==> src/rtl/fifo_write_arbiter.sv <==
// fifo_write_arbiter: round-robin scheduler that shares a single FIFO write
// port between REQ_NUM valid/ready producers. A grant is held for a burst of
// up to BURST_MAX words. Every burst is followed by one IDLE cycle in which
// the next owner is chosen.
//
// Handshake: producer i presents req_valid[i] with req_data slice i. The word
// is consumed on a rising edge where req_valid[i] & req_ready[i] is high. A
// producer must hold valid and data stable until that edge. Only the current
// owner ever sees ready. The FIFO side is a plain write strobe that is gated by
// fifo_full, so the FIFO never receives a write while it is full.
//
// grant_valid is high exactly when the FSM is in BURST, so it doubles as the
// externally visible state indication.
module fifo_write_arbiter #(
  parameter int WIDTH     = 8,
  parameter int REQ_NUM   = 4,
  parameter int BURST_MAX = 4
) (
  input  logic                     clk,
  input  logic                     rst,
  input  logic [REQ_NUM-1:0]       req_valid,
  input  logic [REQ_NUM*WIDTH-1:0] req_data,
  output logic [REQ_NUM-1:0]       req_ready,
  output logic                     fifo_write_req,
  output logic [WIDTH-1:0]         fifo_write_data,
  input  logic                     fifo_full,
  output logic                     grant_valid,
  output logic [$clog2(REQ_NUM)-1:0] grant_id
);

  localparam int ID_W  = $clog2(REQ_NUM);
  localparam int CNT_W = $clog2(BURST_MAX + 1);

  typedef enum logic {
    IDLE  = 1'b0,
    BURST = 1'b1
  } state_t;

  state_t            state, state_nxt;
  logic [ID_W-1:0]   gid_q, gid_nxt;
  logic [ID_W-1:0]   last_q, last_nxt;
  logic [CNT_W-1:0]  cnt_q, cnt_nxt;

  // Round-robin search result
  logic              pick_found;
  logic [ID_W-1:0]   pick_id;
  int                rr_idx;

  // Owner-side view of the inputs
  logic              own_valid;
  logic [WIDTH-1:0]  own_data;
  logic              xfer;
  logic [CNT_W-1:0]  cnt_inc;
  logic              burst_done;

  // State register; reset puts producer 0 at the head of the rotation
  always_ff @(posedge clk or posedge rst) begin
    if (rst) begin
      state  <= IDLE;
      gid_q  <= '0;
      last_q <= ID_W'(REQ_NUM - 1);
      cnt_q  <= '0;
    end else begin
      state  <= state_nxt;
      gid_q  <= gid_nxt;
      last_q <= last_nxt;
      cnt_q  <= cnt_nxt;
    end
  end

  // Search upward from last_q+1 with wrap-around for the first requester
  always_comb begin
    pick_found = 1'b0;
    pick_id    = '0;
    rr_idx     = 0;
    for (int k = 1; k <= REQ_NUM; k++) begin
      rr_idx = (int'(last_q) + k) % REQ_NUM;
      if (!pick_found && req_valid[rr_idx[ID_W-1:0]]) begin
        pick_found = 1'b1;
        pick_id    = rr_idx[ID_W-1:0];
      end
    end
  end

  // Select the current owner's valid and data. A loop compare keeps the
  // mux legal for REQ_NUM values that are not a power of two.
  always_comb begin
    own_valid = 1'b0;
    own_data  = '0;
    for (int i = 0; i < REQ_NUM; i++) begin
      if (gid_q == ID_W'(i)) begin
        own_valid = req_valid[i];
        own_data  = req_data[i*WIDTH +: WIDTH];
      end
    end
  end

  // Per-producer ready: only the owner, and only while the FIFO has room
  always_comb begin
    req_ready = '0;
    for (int i = 0; i < REQ_NUM; i++) begin
      req_ready[i] = (state == BURST) && (gid_q == ID_W'(i)) && !fifo_full;
    end
  end

  assign grant_valid     = (state == BURST);
  assign grant_id        = gid_q;
  assign xfer            = grant_valid && own_valid && !fifo_full;
  assign fifo_write_req  = xfer;
  assign fifo_write_data = own_data;
  assign cnt_inc         = cnt_q + CNT_W'(1);
  assign burst_done      = (cnt_inc == CNT_W'(BURST_MAX));

  // Next-state logic: grant in IDLE, then count, stall or release in BURST
  always_comb begin
    state_nxt = state;
    gid_nxt   = gid_q;
    last_nxt  = last_q;
    cnt_nxt   = cnt_q;
    case (state)
      IDLE: begin
        if (pick_found) begin
          gid_nxt   = pick_id;
          cnt_nxt   = '0;
          state_nxt = BURST;
        end
      end
      BURST: begin
        if (!own_valid) begin
          // Owner has nothing to send; this wins even when the FIFO is full.
          last_nxt  = gid_q;
          state_nxt = IDLE;
        end else if (!fifo_full) begin
          if (burst_done) begin
            last_nxt  = gid_q;
            state_nxt = IDLE;
          end else begin
            cnt_nxt = cnt_inc;
          end
        end
        // A full FIFO with the owner still valid holds everything in place.
      end
      default: begin
        state_nxt = IDLE;
      end
    endcase
  end

endmodule

==> config.mk <==
export PLATFORM = sky130hd
export DESIGN_NAME = fifo_write_arbiter
export DESIGN_NICKNAME = d
export VERILOG_FILES = /design/src/rtl/fifo_write_arbiter.sv
export SDC_FILE = /design/constraint.sdc
export NUM_CORES = 1
export LEC_CHECK = 0
export BUFFER_PORTS_ARGS = -buffer_cell sky130_fd_sc_hd__buf_2
export CAP_MARGIN = 20
export CORE_MARGIN = 2
export CORE_UTILIZATION = 43
export DETAILED_ROUTE_END_ITERATION = 8
export PLACE_DENSITY_LB_ADDON = 0.05
export SLEW_MARGIN = 15
export SYNTH_ARGS = -nofsm -noshare
export SYNTH_HDL_FRONTEND = slang
export SYNTH_SLANG_ARGS = --single-unit
==> constraint.sdc <==
create_clock -name clk -period 3.9 [get_ports clk]
set_input_delay 0.78 -clock clk [delete_from_list [all_inputs] [get_ports clk]]
set_output_delay 0.78 -clock clk [all_outputs]
set_load 0.005 [all_outputs]
Word-level counts from Yosys, hierarchy flattened
Cells that the tools add are included.
{"block": "classes", "add_sub_neg": 5, "order_cmp": 4, "eq_ne": 10, "muxes": 37, "n_bitwise": 1, "n_reduce_logical": 21}
{"cell": "$mux W8", "count": 4}
{"cell": "$mux W1", "count": 16}
{"cell": "$mux W2", "count": 7}
{"cell": "$logic_and A1 B1 Y1", "count": 13}
{"cell": "$lt A2 B3 Y1 const B", "count": 4}
{"cell": "$mux W3", "count": 4}
{"cell": "$bmux W1 S2", "count": 4}
{"cell": "$ne A2 B2 Y1 const B", "count": 4}
{"cell": "$pmux W3 S2", "count": 1}
{"cell": "$add A2 B1 Y2 const B", "count": 2}
{"cell": "$add A2 B2 Y2 const B", "count": 2}
{"cell": "$eq A2 B2 Y1 const B", "count": 2}
{"cell": "$logic_not A1 Y1", "count": 4}
{"cell": "$ne A2 B1 Y1 const B", "count": 2}
{"cell": "$reduce_and A4 Y1", "count": 1}
{"cell": "$add A3 B1 Y3 const B", "count": 1}
{"cell": "$eq A3 B3 Y1 const B", "count": 1}
{"cell": "$reduce_and A3 Y1", "count": 1}
{"cell": "$eq A2 B1 Y1 const B", "count": 1}
{"cell": "$logic_not A2 Y1", "count": 1}
{"cell": "$pmux W1 S2", "count": 1}
{"cell": "$reduce_and A2 Y1", "count": 1}
{"cell": "$not A1 Y1", "count": 1}
{"block": "totals", "ff_bits": 8}

Longest topological paths before layout
{"block": "depth", "depth_word": 15, "mapped_depth": 5, "depth_no_buf": 5}

Least setup slack after synthesis
No wires, ideal clock.
{"block": "synth_path", "kind": "input to output", "startpoint": "input fifo_full", "endpoint": "output fifo_write_req", "arrival_ps": 1302, "setup_slack_ps": 1818, "path_stages": 2, "n_path_buf": 0, "cell_sequence": "or3b_4 o22ai_4"}
{"block": "synth_between", "elab_chain_len": 2}
{"element": "from (decl)", "line_no": "26", "source": "input logic fifo_full,"}
{"element": "$logic_not A1 Y1"}
{"element": "$logic_and A1 B1 Y1", "line_no": "108", "source": "assign xfer = grant_valid && own_valid && !fifo_full;"}
{"element": "to (decl)", "line_no": "24", "source": "output logic fifo_write_req,"}
No other way between the ends.

Worst setup path after layout
{"block": "layout_path", "startpoint": "register gid_q[0] (netlist: grant_id[0])", "endpoint": "output fifo_write_data[4]"}
{"block": "layout_between", "elab_chain_len": 5, "word_cells_on_any_way": 8, "classes_between": "3 x eq/ne; 4 x mux; 1 x reduce/logical"}
{"element": "from (decl)", "line_no": "40", "source": "logic [ID_W-1:0] gid_q, gid_nxt;"}
{"element": "from (signal assigned)", "line_no": "65", "source": "gid_q <= gid_nxt;"}
{"element": "$logic_not A2 Y1", "line_no": "91", "source": "if (gid_q == ID_W'(i)) begin"}
{"element": "$mux W8 (3 in a row)", "line_no": "91"}
{"element": "$mux W8 (*)", "line_no": "91"}
{"element": "to (decl)", "line_no": "25", "source": "output logic [WIDTH-1:0] fifo_write_data,"}
Every way passes the cells marked *; elsewhere a longest branch is shown, timed or not.

==> results.yml <==
outcome:
  outcome: "complete, no violations"
global_routing:
  grt_util_all_layers: 0.2006
  grt_pass1_vias: 770
  overflow: 0
  antenna_found_initial: 0
  grt.busiest_layer: "met2"
  gr-usage-met1: 0.1946
  grt_pass1_wl_um: 3084
  grt_use_met3: 0.06154
  grt_max_degree: 17
  use_met2: 0.4000
timing:
  min_period_over_period: 0.6572
  slew_headroom: 0.5169
  finalMaxSlewViolations: 0
  final-setup-viol-count: 0
  max_freq_mhz: 390.1
  tns_ps: 0
  period_needed_ps: 2563
  worst_pin_slew_ps: 724.7
  rsz0062_at_grt: "false"
  fin_worst_skew_ps: 0.9386
  hold_viol: 0
cts:
  cts_buffers: 3
  clkSinkCount: 8
  clkTransAtPathRegs_ps: 50
  clk_path_buf_depth: 2
  worstSkewPairLatency_ps: 250
  cts_resized: 0
  holdBufCountCts: 0
  postCtsSetupBuffers: 0
  h-tree-depth: 1
  cts_tree: "yes"
  cts-root-buf: "clkbuf_4"
die:
  rows: 15
  core_area_mm2: 0.001727
  start_util: 0.4565
  design.die.area_mm2: 0.002192
  die_h_um: 46.82
  io_pins: 55
  die-width_um: 46.82
power:
  power.internal_uw: 404.0
  swShare: 0.3960
  p_seq_frac: 0.329
  ir_worst_vdd_mv: 0.3863
  power_uw: 668.8
  power.switching_uw: 264.8
  clockPowerShare: 0.093
  leakage_uw: 0.0005597
  combinationalPowerShare: 0.578
  powerDensity_mw_per_mm2: 612.3
setup_path:
  critPathRequiredTime_ps: 3120
  critPathCapture: "fifo_write_data[4]"
  cp-end-kind: "output port"
  r2r_slack_ps: 2000
  r2r-start: "grant_id[0]$_DFFE_PP0P_"
  critPathMaxFanout: 15
  reg2reg_depth: 4
  worstSetupPathType: "flip-flop to output port"
  worstSetupStartpointType: "flip-flop"
  startpoint: "grant_id[0]$_DFFE_PP0P_"
  crit_arrival_ps: 1780
  worst_r2r_endpoint: "last_q[1]$_DFFE_PP1P_"
synthesis:
  synth_seq_area_share: 0.2571
  synth.cell_area_um2: 788.3
  syn_nets: 113
  syn_avg_cell_area_um2: 10.95
  synth_edf_count: 0
  ys_seq_elements: 8
  synthDistinctLibCells: 31
  synthFlopType: "dfrtp_1"
  syn-instance-count: 72
  yosysWarnings: 0
  async_flop_share: 1.000
final_layout:
  fin_util: 0.6326
  synthToLayoutAreaGrowth_pct: 38.57
  drive_above_1_share: 0.6032
  nets: 169
  fin_area_mm2: 0.001092
  final_cell_count_no_fill: 151
  antennaDiodeCount: 0
placed_design:
  dp.cells: 148
  gp_congestion: 0.7384
  post-dp-hpwl_um: 1574
  io_buffers: 54
  dpl_cell_area_mm2: 0.001070
route:
  num_vias: 790
  drtIter0Drc: 7
  viasPerCell: 5.232
  postRouteAntennaNets: 0
  drt-pass1-iter-count: 3
  wl_per_cell_um: 12.62
  drc_errors: 0
  drt_wl_total_um: 1905
job:
  max-cap-violations: 0
worst_hold_path:
  hold_path_class: "primary input to async pin"
[power by group through the flow]
stage               sequential [uW]  clock [uW]  combinational, uW
CTS                             221        65.4                392
global route                    233        68.9                427
floorplan                       166           0                328
finish                          220        62.0                387
global placement                219           0                386
detailed placement              222           0                391
[critical path, cell delays in order, from the launching register on]
cell	delay, ps
dfrtp_1	810
mux4_2	590
buf_2	140
[final cells by class]
class,count,area [um2]
Fill cell,165,634.4
Tap cell,25,31.28
Clock buffer,3,22.52
Sequential cell,8,202.7
Timing Repair Buffer,54,270.3
Multi-Input combinational cell,56,546.8
Inverter,5,18.77
[routing by layer]
layer	wire length [um]	up-vias	part of all wire
li1	-	380	-
met5	0	-	0
met4	19	0	0.010
met1	749	389	0.39
met2	1058	17	0.56
met3	77	4	0.040
[state kept, by name (all words and copies together), names as in the netlist]
| signal | flops |
|---|---|
| cnt_q | 3 |
| grant_id | 2 |
| grant_valid | 1 |
| last_q | 2 |
[synth_stat cells, drive strengths merged (3+ instances only)]
library cell | instances | area share
dfrtp | 6 | 0.19
o21ai | 4 | 0.025
nor2 | 6 | 0.029
nand2 | 9 | 0.046
inv | 5 | 0.024
a21oi | 3 | 0.019
mux2i | 5 | 0.073
mux4 | 8 | 0.23
[kinds of logic (layout without fill, tap and decap cells)]
logic type	count (synthesis)	in the layout	synth area share
compound gates	12	12	0.1413
buf+inv	8	62	0.04920
flops	8	8	0.2571
simple gates	26	26	0.1699
xor+xnor	1	1	0.01111
mux	15	15	0.3397
fa+ha+maj	2	2	0.03174
[per-stage QoR]
step	hold WS (ps)	worst slack (ps)
after floorplan	479.3	1818
after global placement	502.7	1549
after global routing	488.7	1195
after detailed placement	511.1	1524
after CTS	471.6	1298
final	468.4	1337
[worst min path at each step]
| stage | end | slack, ps |
|---|---|---|
| floorplan | cnt_q[0]$_DFFE_PP0P_ | 480 |
| global placement | cnt_q[0]$_DFFE_PP0P_ | 500 |
| detailed placement | cnt_q[0]$_DFFE_PP0P_ | 510 |
| CTS | cnt_q[0]$_DFFE_PP0P_ | 470 |
| global route | grant_id[1]$_DFFE_PP0P_ | 490 |
| finish | cnt_q[1]$_DFFE_PP0P_ | 470 |
[cells in the final DEF (no fill, tap or decap), drive strengths merged, types with 2 or more instances in the layout]
cell type / count
nor2: 6
buf: 54
nand3: 2
a21oi: 3
dfstp: 2
ha: 2
dfrtp: 6
o21ai: 4
mux2i: 5
nand2: 9
nand3b: 2
nand2b: 2
inv: 5
mux4: 8
mux2: 2
clkbuf: 3
Power figures use the tool's default switching activity.
